[config.mk]
export PLATFORM = sky130hd
export DESIGN_NAME = chipmunk_player
export DESIGN_NICKNAME = d
export VERILOG_FILES = /design/src/rtl/chipmunk_player.sv
export SDC_FILE = /design/constraint.sdc
export NUM_CORES = 1
export LEC_CHECK = 0
export BUFFER_PORTS_ARGS = -buffer_cell sky130_fd_sc_hd__buf_2
export CAP_MARGIN = 10
export CORE_ASPECT_RATIO = 2
export CORE_MARGIN = 1.5
export CORE_UTILIZATION = 52
export CTS_CLUSTER_DIAMETER = 150
export DETAILED_ROUTE_END_ITERATION = 8
export PLACE_DENSITY = 0.83
export SYNTH_ARGS = -nofsm -noshare
export SYNTH_HDL_FRONTEND = slang
export SYNTH_SLANG_ARGS = --single-unit
export TNS_END_PERCENT = 20
[constraint.sdc]
create_clock -name clk -period 2.2 [get_ports clk]
set_input_delay 0.22 -clock clk [delete_from_list [all_inputs] [get_ports clk]]
set_output_delay 0.22 -clock clk [all_outputs]
set_load 0.005 [all_outputs]
[src/rtl/chipmunk_player.sv]
// chipmunk_player
//
// Playback sequencer between the flash Avalon-MM read port and the audio
// codec write port. It reads one 32-bit word at a time from flash, splits it
// into two signed 16-bit samples (low half first) and hands them to the codec.
// The sample sequence per word depends on the mode latched at the start of
// that word:
//   00 / 11 normal   : lo, hi          (2 writes)
//   01      chipmunk : lo              (1 write, 2x speed)
//   10      slow     : lo, lo, hi, hi  (4 writes, 0.5x speed)
// Playback loops over word addresses 0 .. NUM_WORDS-1.
//
// Optional feature (compile-time macro SAMPLE_SCALE_EN): when defined, every
// sample is arithmetically shifted right by 6 before reaching the codec.
// When undefined, samples pass through unmodified.
//
// Handshakes:
//   Flash: flash_mem_read is held with a stable address until a cycle with
//   flash_mem_waitrequest=0 accepts it; the word is then taken from the first
//   flash_mem_readdatavalid pulse. Exactly one read is ever outstanding, and
//   readdatavalid outside that window is ignored.
//   Codec: write_s rises the cycle after write_ready is seen high, stays high
//   with data held until write_ready is seen low, then stays low for at least
//   one cycle before the next sample.
//
// Ports:
//   clk, reset                 clock, synchronous active-high reset
//   play, mode                 run level and playback speed select
//   flash_mem_*                Avalon-MM read master (byteenable fixed 4'hF)
//   write_ready, write_s       codec FIFO ready / write strobe
//   writedata_left/right       sample to codec (both channels identical)
//   busy                       high in every state except IDLE
//   wrap                       one-cycle pulse when the address wraps to 0
//   dbg_state_o                current FSM state, for observation
module chipmunk_player #(
    parameter logic [22:0] NUM_WORDS = 23'd1048576
) (
    input  logic        clk,
    input  logic        reset,
    input  logic        play,
    input  logic [1:0]  mode,
    output logic        flash_mem_read,
    output logic [22:0] flash_mem_address,
    output logic [3:0]  flash_mem_byteenable,
    input  logic        flash_mem_waitrequest,
    input  logic [31:0] flash_mem_readdata,
    input  logic        flash_mem_readdatavalid,
    input  logic        write_ready,
    output logic        write_s,
    output logic [15:0] writedata_left,
    output logic [15:0] writedata_right,
    output logic        busy,
    output logic        wrap,
    output logic [2:0]  dbg_state_o
);

    typedef enum logic [2:0] {
        IDLE       = 3'd0,
        FETCH      = 3'd1,
        WAIT_VALID = 3'd2,
        WAIT_READY = 3'd3,
        WRITE      = 3'd4,
        RELEASE    = 3'd5
    } state_t;

    localparam logic [22:0] LAST_ADDR = NUM_WORDS - 23'd1;

    state_t      state_q;
    logic [1:0]  mode_q;
    logic [1:0]  k_q;
    logic [31:0] word_q;
    logic [22:0] addr_q;
    logic [22:0] addr_d;
    logic        read_q;
    logic        write_q;
    logic        wrap_q;
    logic [15:0] data_q;

    // Index of the last sample of a word for a given mode.
    function automatic logic [1:0] last_k(input logic [1:0] m);
        logic [1:0] r;
        case (m)
            2'b01:   r = 2'd0;
            2'b10:   r = 2'd3;
            default: r = 2'd1;
        endcase
        return r;
    endfunction

    // Sample k of word w under mode m, scaled when the feature is built in.
    function automatic logic [15:0] pick(input logic [31:0] w,
                                         input logic [1:0]  m,
                                         input logic [1:0]  k);
        logic        hi;
        logic [15:0] raw;
        logic [15:0] res;
        case (m)
            2'b01:   hi = 1'b0;
            2'b10:   hi = k[1];   // lo, lo, hi, hi
            default: hi = k[0];   // lo, hi
        endcase
        raw = hi ? w[31:16] : w[15:0];
`ifdef SAMPLE_SCALE_EN
        res = $signed(raw) >>> 6;
`else
        res = raw;
`endif
        return res;
    endfunction

    assign addr_d = (addr_q == LAST_ADDR) ? 23'd0 : addr_q + 23'd1;

    always_ff @(posedge clk) begin
        if (reset) begin
            state_q <= IDLE;
            mode_q  <= 2'b00;
            k_q     <= 2'd0;
            word_q  <= 32'd0;
            addr_q  <= 23'd0;
            read_q  <= 1'b0;
            write_q <= 1'b0;
            wrap_q  <= 1'b0;
            data_q  <= 16'd0;
        end else begin
            wrap_q <= 1'b0;
            case (state_q)
                IDLE: begin
                    if (play) begin
                        mode_q  <= mode;
                        read_q  <= 1'b1;
                        state_q <= FETCH;
                    end
                end
                FETCH: begin
                    if (!flash_mem_waitrequest) begin
                        read_q  <= 1'b0;
                        state_q <= WAIT_VALID;
                    end
                end
                WAIT_VALID: begin
                    if (flash_mem_readdatavalid) begin
                        word_q  <= flash_mem_readdata;
                        k_q     <= 2'd0;
                        // First sample of every mode is the low half.
                        data_q  <= pick(flash_mem_readdata, mode_q, 2'd0);
                        state_q <= WAIT_READY;
                    end
                end
                WAIT_READY: begin
                    if (write_ready) begin
                        write_q <= 1'b1;
                        state_q <= WRITE;
                    end
                end
                WRITE: begin
                    if (!write_ready) begin
                        write_q <= 1'b0;
                        state_q <= RELEASE;
                    end
                end
                RELEASE: begin
                    if (k_q != last_k(mode_q)) begin
                        k_q     <= k_q + 2'd1;
                        data_q  <= pick(word_q, mode_q, k_q + 2'd1);
                        state_q <= WAIT_READY;
                    end else begin
                        // Word finished: the address only moves here.
                        addr_q <= addr_d;
                        wrap_q <= (addr_q == LAST_ADDR);
                        k_q    <= 2'd0;
                        if (play) begin
                            mode_q  <= mode;
                            read_q  <= 1'b1;
                            state_q <= FETCH;
                        end else begin
                            state_q <= IDLE;
                        end
                    end
                end
                default: state_q <= IDLE;
            endcase
        end
    end

    assign flash_mem_read       = read_q;
    assign flash_mem_address    = addr_q;
    assign flash_mem_byteenable = 4'b1111;
    assign write_s              = write_q;
    assign writedata_left       = data_q;
    assign writedata_right      = data_q;
    assign busy                 = (state_q != IDLE);
    assign wrap                 = wrap_q;
    assign dbg_state_o          = state_q;

endmodule

* Word level (Yosys, flattened, before mapping)
Index checks and enable logic that the tools add are counted.
Widths: inputs -> output; s select.
** Storage, ports and cells
- Register bits :: 81
- Input port bits :: 40
- Output and inout bits :: 66
- Word-level logic and storage cells :: 81
** Cells by class
- Add/sub/neg operators :: 2
- Eq/ne operators :: 16
- Mux-type cells :: 37
- Bitwise operators :: 2
- Reductions and logical operators :: 15
** Operators with widths (count)
- $mux 16 :: 4
- $pmux 16 s2 :: 1
- $add 23x1->23 const B :: 1
- $eq 23x20->1 const B :: 1
- $mux 23 :: 1
- $pmux 3 s6 :: 1
- $mux 3 :: 5
- $mux 2 :: 7
- $ne 2x2->1 const B :: 7
- $mux 1 :: 12
- $pmux 2 s2 :: 3
- $reduce_and 3->1 :: 3
- $reduce_and 2->1 :: 4
- $eq 3x2->1 const B :: 2
- $eq 3x3->1 const B :: 2
- $reduce_bool 2->1 :: 3
- $reduce_bool 3->1 :: 2
- $reduce_and 5->1 :: 1
- $pmux 1 s2 :: 2
- $eq 3x1->1 const B :: 1
- $logic_not 3->1 :: 1
- $pmux 1 s3 :: 1
- $reduce_or 3->1 :: 1
- $add 2x1->2 const B :: 1
- other kinds (4) :: 5

* Longest topological paths before layout
- Depth after elaboration :: 11
- Gate-level depth with buffers :: 8
- Mapped depth without buffers :: 7

* Worst setup path after synthesis
Ideal clock, no wire load.
- Path type :: register -> register
- Start :: register mode_q[0]
- End :: register data_q[0], in the netlist writedata_left[0]
- Library setup time :: 130 ps
- Arrival :: 1796 ps
- Data required time :: 2070 ps
- Setup slack :: 274 ps
- Cell stages (with the launch flop) :: 7
- Buffers on the path :: 1
- Period minus slack after synthesis :: 1926 ps
- Cell sequence :: dfxtp_1 > inv_1 > ha_1 > o32ai_2 > buf_6 > mux2i_1 > o22ai_1
** Between the ends
- Longest elaborated chain between the ends :: 8
- Elaborated cells between the ends (all ways) :: 15
- Classes of those cells :: eq/ne: 4; mux: 10; reduce/logical: 1
** Ends and longest elaborated chain
- start: declaration :: RTL line 69 : logic [1:0] mode_q;
- start signal: assignment :: RTL line 129 : mode_q <= mode;
- start signal: assignment :: RTL line 172 : mode_q <= mode;
- $eq 2x2->1 or $eq 2x1->1 (tied branches) :: RTL line 82, 97
- $pmux 1 s2 :: RTL line 97 : case (m)
- $mux 1 :: RTL line 162 : if (k_q != last_k(mode_q)) begin
- $mux 1 :: RTL line 126 : case (state_q)
- $mux 1 :: RTL line 114 : if (reset) begin
- $mux 16 :: RTL line 102 : raw = hi ? w[31:16] : w[15:0];
- $mux 16 :: RTL line 162
- $pmux 16 s2 :: RTL line 126
- end signal: assignment :: RTL line 145 : data_q <= pick(flash_mem_readdata, mode_q, 2'd0);
- end signal: assignment :: RTL line 164 : data_q <= pick(word_q, mode_q, k_q + 2'd1);
- end: declaration :: RTL line 77 : logic [15:0] data_q;
Several ways; a longest one is shown, not always the timed one. The select of a mux whose other input is x is not followed.
A chain may end at the register's enable or synchronous reset.

* Worst setup path in the final report
- Start :: register mode_q[0]
- End :: register addr_q[15], in the netlist flash_mem_address[15]
** Between the ends
- Longest elaborated chain between the ends :: 7
- Elaborated cells between the ends (all ways) :: 8
- Classes of those cells :: eq/ne: 3; mux: 3; bitwise: 1; reduce/logical: 1
** Ends and longest elaborated chain
- $eq 2x2->1 or $eq 2x1->1 (tied branches) :: RTL line 82 : case (m)
- $pmux 2 s2 * :: RTL line 82
- $mux 2 * :: RTL line 126
- $mux 2 * :: RTL line 114
- $ne 2x2->1 * :: RTL line 162
- $not 1->1 (no source line) *
- $reduce_and 2->1 (no source line) *
- end signal: assignment :: RTL line 168 : addr_q <= addr_d;
- end: declaration :: RTL line 72 : logic [22:0] addr_q;
Mark *: on every way between the ends. The rest lies on a longest branch, timed or not. The select of a mux whose other input is x is not followed.

==> impl_metrics.env <==
export IMPL_r2r_cells=7
export IMPL_reg2reg_slack_ps=100
export IMPL_grt_pass1_wl_um=14900
export IMPL_hold_path_class="in2reg"
export IMPL_portBuffers=101
export IMPL_overflow=0
export IMPL_cts_tree="yes"
export IMPL_yosysSeqAreaShare=0.438
export IMPL_tns_ps=0
export IMPL_critical_path_reg2reg_endpoint="flash_mem_address[15]"
export IMPL_worstSetupEndpointType="flip-flop"
export IMPL_synth_flop_cell="dfxtp_1"
export IMPL_die_height_um=122
export IMPL_synthCells=438
export IMPL_drc=0
export IMPL_rows=43
export IMPL_synthArstFlopShare=0
export IMPL_postRouteWirelength_um=9320
export IMPL_grt_max_degree=69
export IMPL_worstSetupPathType="reg2reg"
export IMPL_synth_seq_cells=81
export IMPL_yosysTopAreaCell="dfxtp_1"
export IMPL_synth_common_cells="81 x dfxtp_1, 74 x nand2_1, 43 x nor2_1"
export IMPL_post_cts_setup_buffers=0
export IMPL_drive_above_1_share=0.264
export IMPL_finalPower_w=0.00353
export IMPL_p_leak_nw=2.00
export IMPL_synth_top_area_frac=0.438
export IMPL_finalClockSkew_ps=5.93
export IMPL_avgViaCountPerCell=5.52
export IMPL_min_path_cells=3
export IMPL_slowest_delay_ps=470
export IMPL_hold_end="word_q[22]"
export IMPL_synthSimpleGateAreaFrac=0.223
export IMPL_critPathMaxFanout=13
export IMPL_cts_made_buffers=9
export IMPL_wl_per_cell_um=15.0
export IMPL_synth_area_mm2=0.00370
export IMPL_synth_xor_area_frac=0.0561
export IMPL_period_share=0.955
export IMPL_antenna_found_initial=0
export IMPL_root_buffer="clkbuf_16"
export IMPL_synthTopCellsByArea="dfxtp_1 44%, nand2_1 7.5%, a21oi_1 5.4%, mux2i_1 5.4%, nor2_1 4.4%"
export IMPL_final_cells=620
export IMPL_arrival_ps=2320
export IMPL_clock_sinks=81
export IMPL_slowest_stage="nor4_4"
export IMPL_synth_top_family_by_area="simple AND/OR/NAND/NOR gates"
export IMPL_muxShareOfSynthArea=0.0541
export IMPL_postSynthAreaPerCell_um2=8.45
export IMPL_dp_cells=604
export IMPL_final_max_slew_viol_count=0
export IMPL_core_area_mm2=0.00689
export IMPL_period_needed_ps=2100
export IMPL_nets=569
export IMPL_final_setup_viol_count=0
export IMPL_yosysMostFrequentCell="dfxtp_1"
export IMPL_drtAntennaViolNets=0
export IMPL_synth_edf_count=0
export IMPL_r2r_start="mode_q[0]"
export IMPL_clk_path_buf_depth=2
export IMPL_dieArea_mm2=0.00766
export IMPL_dpl_hpwl_um=6640
export IMPL_synth_distinct_cells=42
export IMPL_synthAdderAreaFrac=0.0135
export IMPL_io_pins=106
export IMPL_outcome="complete, no violations"
export IMPL_required_ps=2420
export IMPL_path_buf_inv=1
export IMPL_area_delta_synth_final_pct=23.2
export IMPL_path_cells="inv_1, ha_1, xor2_2, nor4_4, nand4_1, nand2b_2, nor2_1"
export IMPL_cts_clk_slew_worst_paths_ps=60
export IMPL_htree_levels=3
export IMPL_drt_iter0_drc=275
export IMPL_num_fill_cells=628
export IMPL_startpoint_type="flip-flop"
export IMPL_yosysWarnings=0
export IMPL_first_pass_iters=4
export IMPL_p_per_area_mw_per_mm2=775
export IMPL_gp_congestion=0.853
export IMPL_rsz0062_at_grt="false"
export IMPL_first_global_vias=3309
export IMPL_synth_compound_area_frac=0.139
export IMPL_critPathTopFamily="simple AND/OR/NAND/NOR gates"
export IMPL_initial_core_util=0.537
export IMPL_ir_drop_uv=567
export IMPL_grt_use_total=0.248
export IMPL_max_freq_mhz=476
export IMPL_clk_latency_ps=340
export IMPL_vias=3421
export IMPL_finish_utilization=0.662
export IMPL_hold_violations=0
export IMPL_die_w_um=62.7
export IMPL_holdCritStartpoint="flash_mem_readdata[22]"
export IMPL_antennaDiodeCount=0
export IMPL_max_cap_viol_count=0
## worst reg2reg max path: stages (launching register included)
cell      delay, ps
dfxtp_1         360
inv_1            90
ha_1            240
xor2_2          220
nor4_4          480
nand4_1         220
nand2b_2        290
nor2_1           90
## where the power goes
part | internal (W) | leakage [nW] | switching [W] | total (W)
Combinational | 0.000162 | 1.19 | 0.000207 | 0.000368
Sequential | 0.00151 | 0.654 | 0.0000237 | 0.00153
Clock | 0.00105 | 0.162 | 0.000586 | 0.00164
## how the worst max path moves through the flow
| stage | cells past startpoint | end | start |
|---|---|---|---|
| finish | 7 | flash_mem_address[15] | mode_q[0] |
| global route | 7 | flash_mem_address[3] | mode_q[0] |
| CTS | 7 | writedata_left[11] | mode_q[1] |
| detailed placement | 7 | writedata_left[11] | mode_q[1] |
| global placement | 7 | flash_mem_address[17] | mode_q[1] |
| floorplan | 6 | writedata_left[0] | mode_q[0] |
## layout by cell type (no fill, tap or decap), types with 3 or more instances in the layout
cell and count:
clkbuf_16 9, ha_1 4, xor2_1 16, buf_4 12, nand2b_1 3, xnor2_1 4, nand3_1 10, conb_1 4
nand3b_1 3, inv_1 7, buf_2 101, a31oi_1 3, a21boi_0 16, o22ai_1 17, nor3_1 5, nor3b_1 3
and3_1 3, nor4_1 4, mux2i_1 20, nand2_1 74, dfxtp_1 81, o21ai_0 5, nand4_1 13, a21oi_1 40
nor2_1 43
## flip-flops by register name, summed over array words and instances (netlist names)
| register | count |
|---|---|
| k_q | 2 |
| wrap | 1 |
| mode_q | 2 |
| word_q | 32 |
| write_s | 1 |
| flash_mem_read | 1 |
| flash_mem_address | 23 |
| dbg_state_o | 3 |
| writedata_left | 16 |
## metrics by stage
step                hold WS, ps  cell area, um2  setup slack, ps
floorplan                   356            3710              274
global placement            441            4220              238
detailed placement          446            4220             3.10
CTS                         112            4550             23.5
global route                123            4560             36.6
finish                      116            4560             98.3
## layout make-up
cell class / count / area [um2] / area share
clock buffers: 11 / 253 / 0.0554
flip-flops and latches: 81 / 1620 / 0.356
repair buffers: 115 / 636 / 0.139
multi-input cells: 311 / 1830 / 0.402
well taps: 90 / 113 / 0.0247
clock inverters: 5 / 77.6 / 0.0170
inverters: 7 / 26.3 / 0.00576
## what timing repair did
action / CTS / global route
hold buffers: 0 / 0
setup endpoints to repair: 0 / 31
resized for setup: 0 / 3
## per-layer routing
layer	routed length, um	track usage	part of all wire	vias up
met2	5310	0.481	0.57	122
met1	3290	0.237	0.35	1621
met4	294	0.144	0.032	0
met3	433	0.0513	0.046	25
li1	-	-	-	1653
met5	0	0	0	-
## logic make-up (layout without fill, tap and decap cells)
logic type      after synthesis  in the layout
mux                          20             20
flops                        81             81
simple gates                175            175
other cells                   1              4
fa+ha+maj                     4              4
compound gates               86             86
xor+xnor                     22             22
buf+inv                      49            138
No activity file was read; power rests on OpenSTA's default activity.
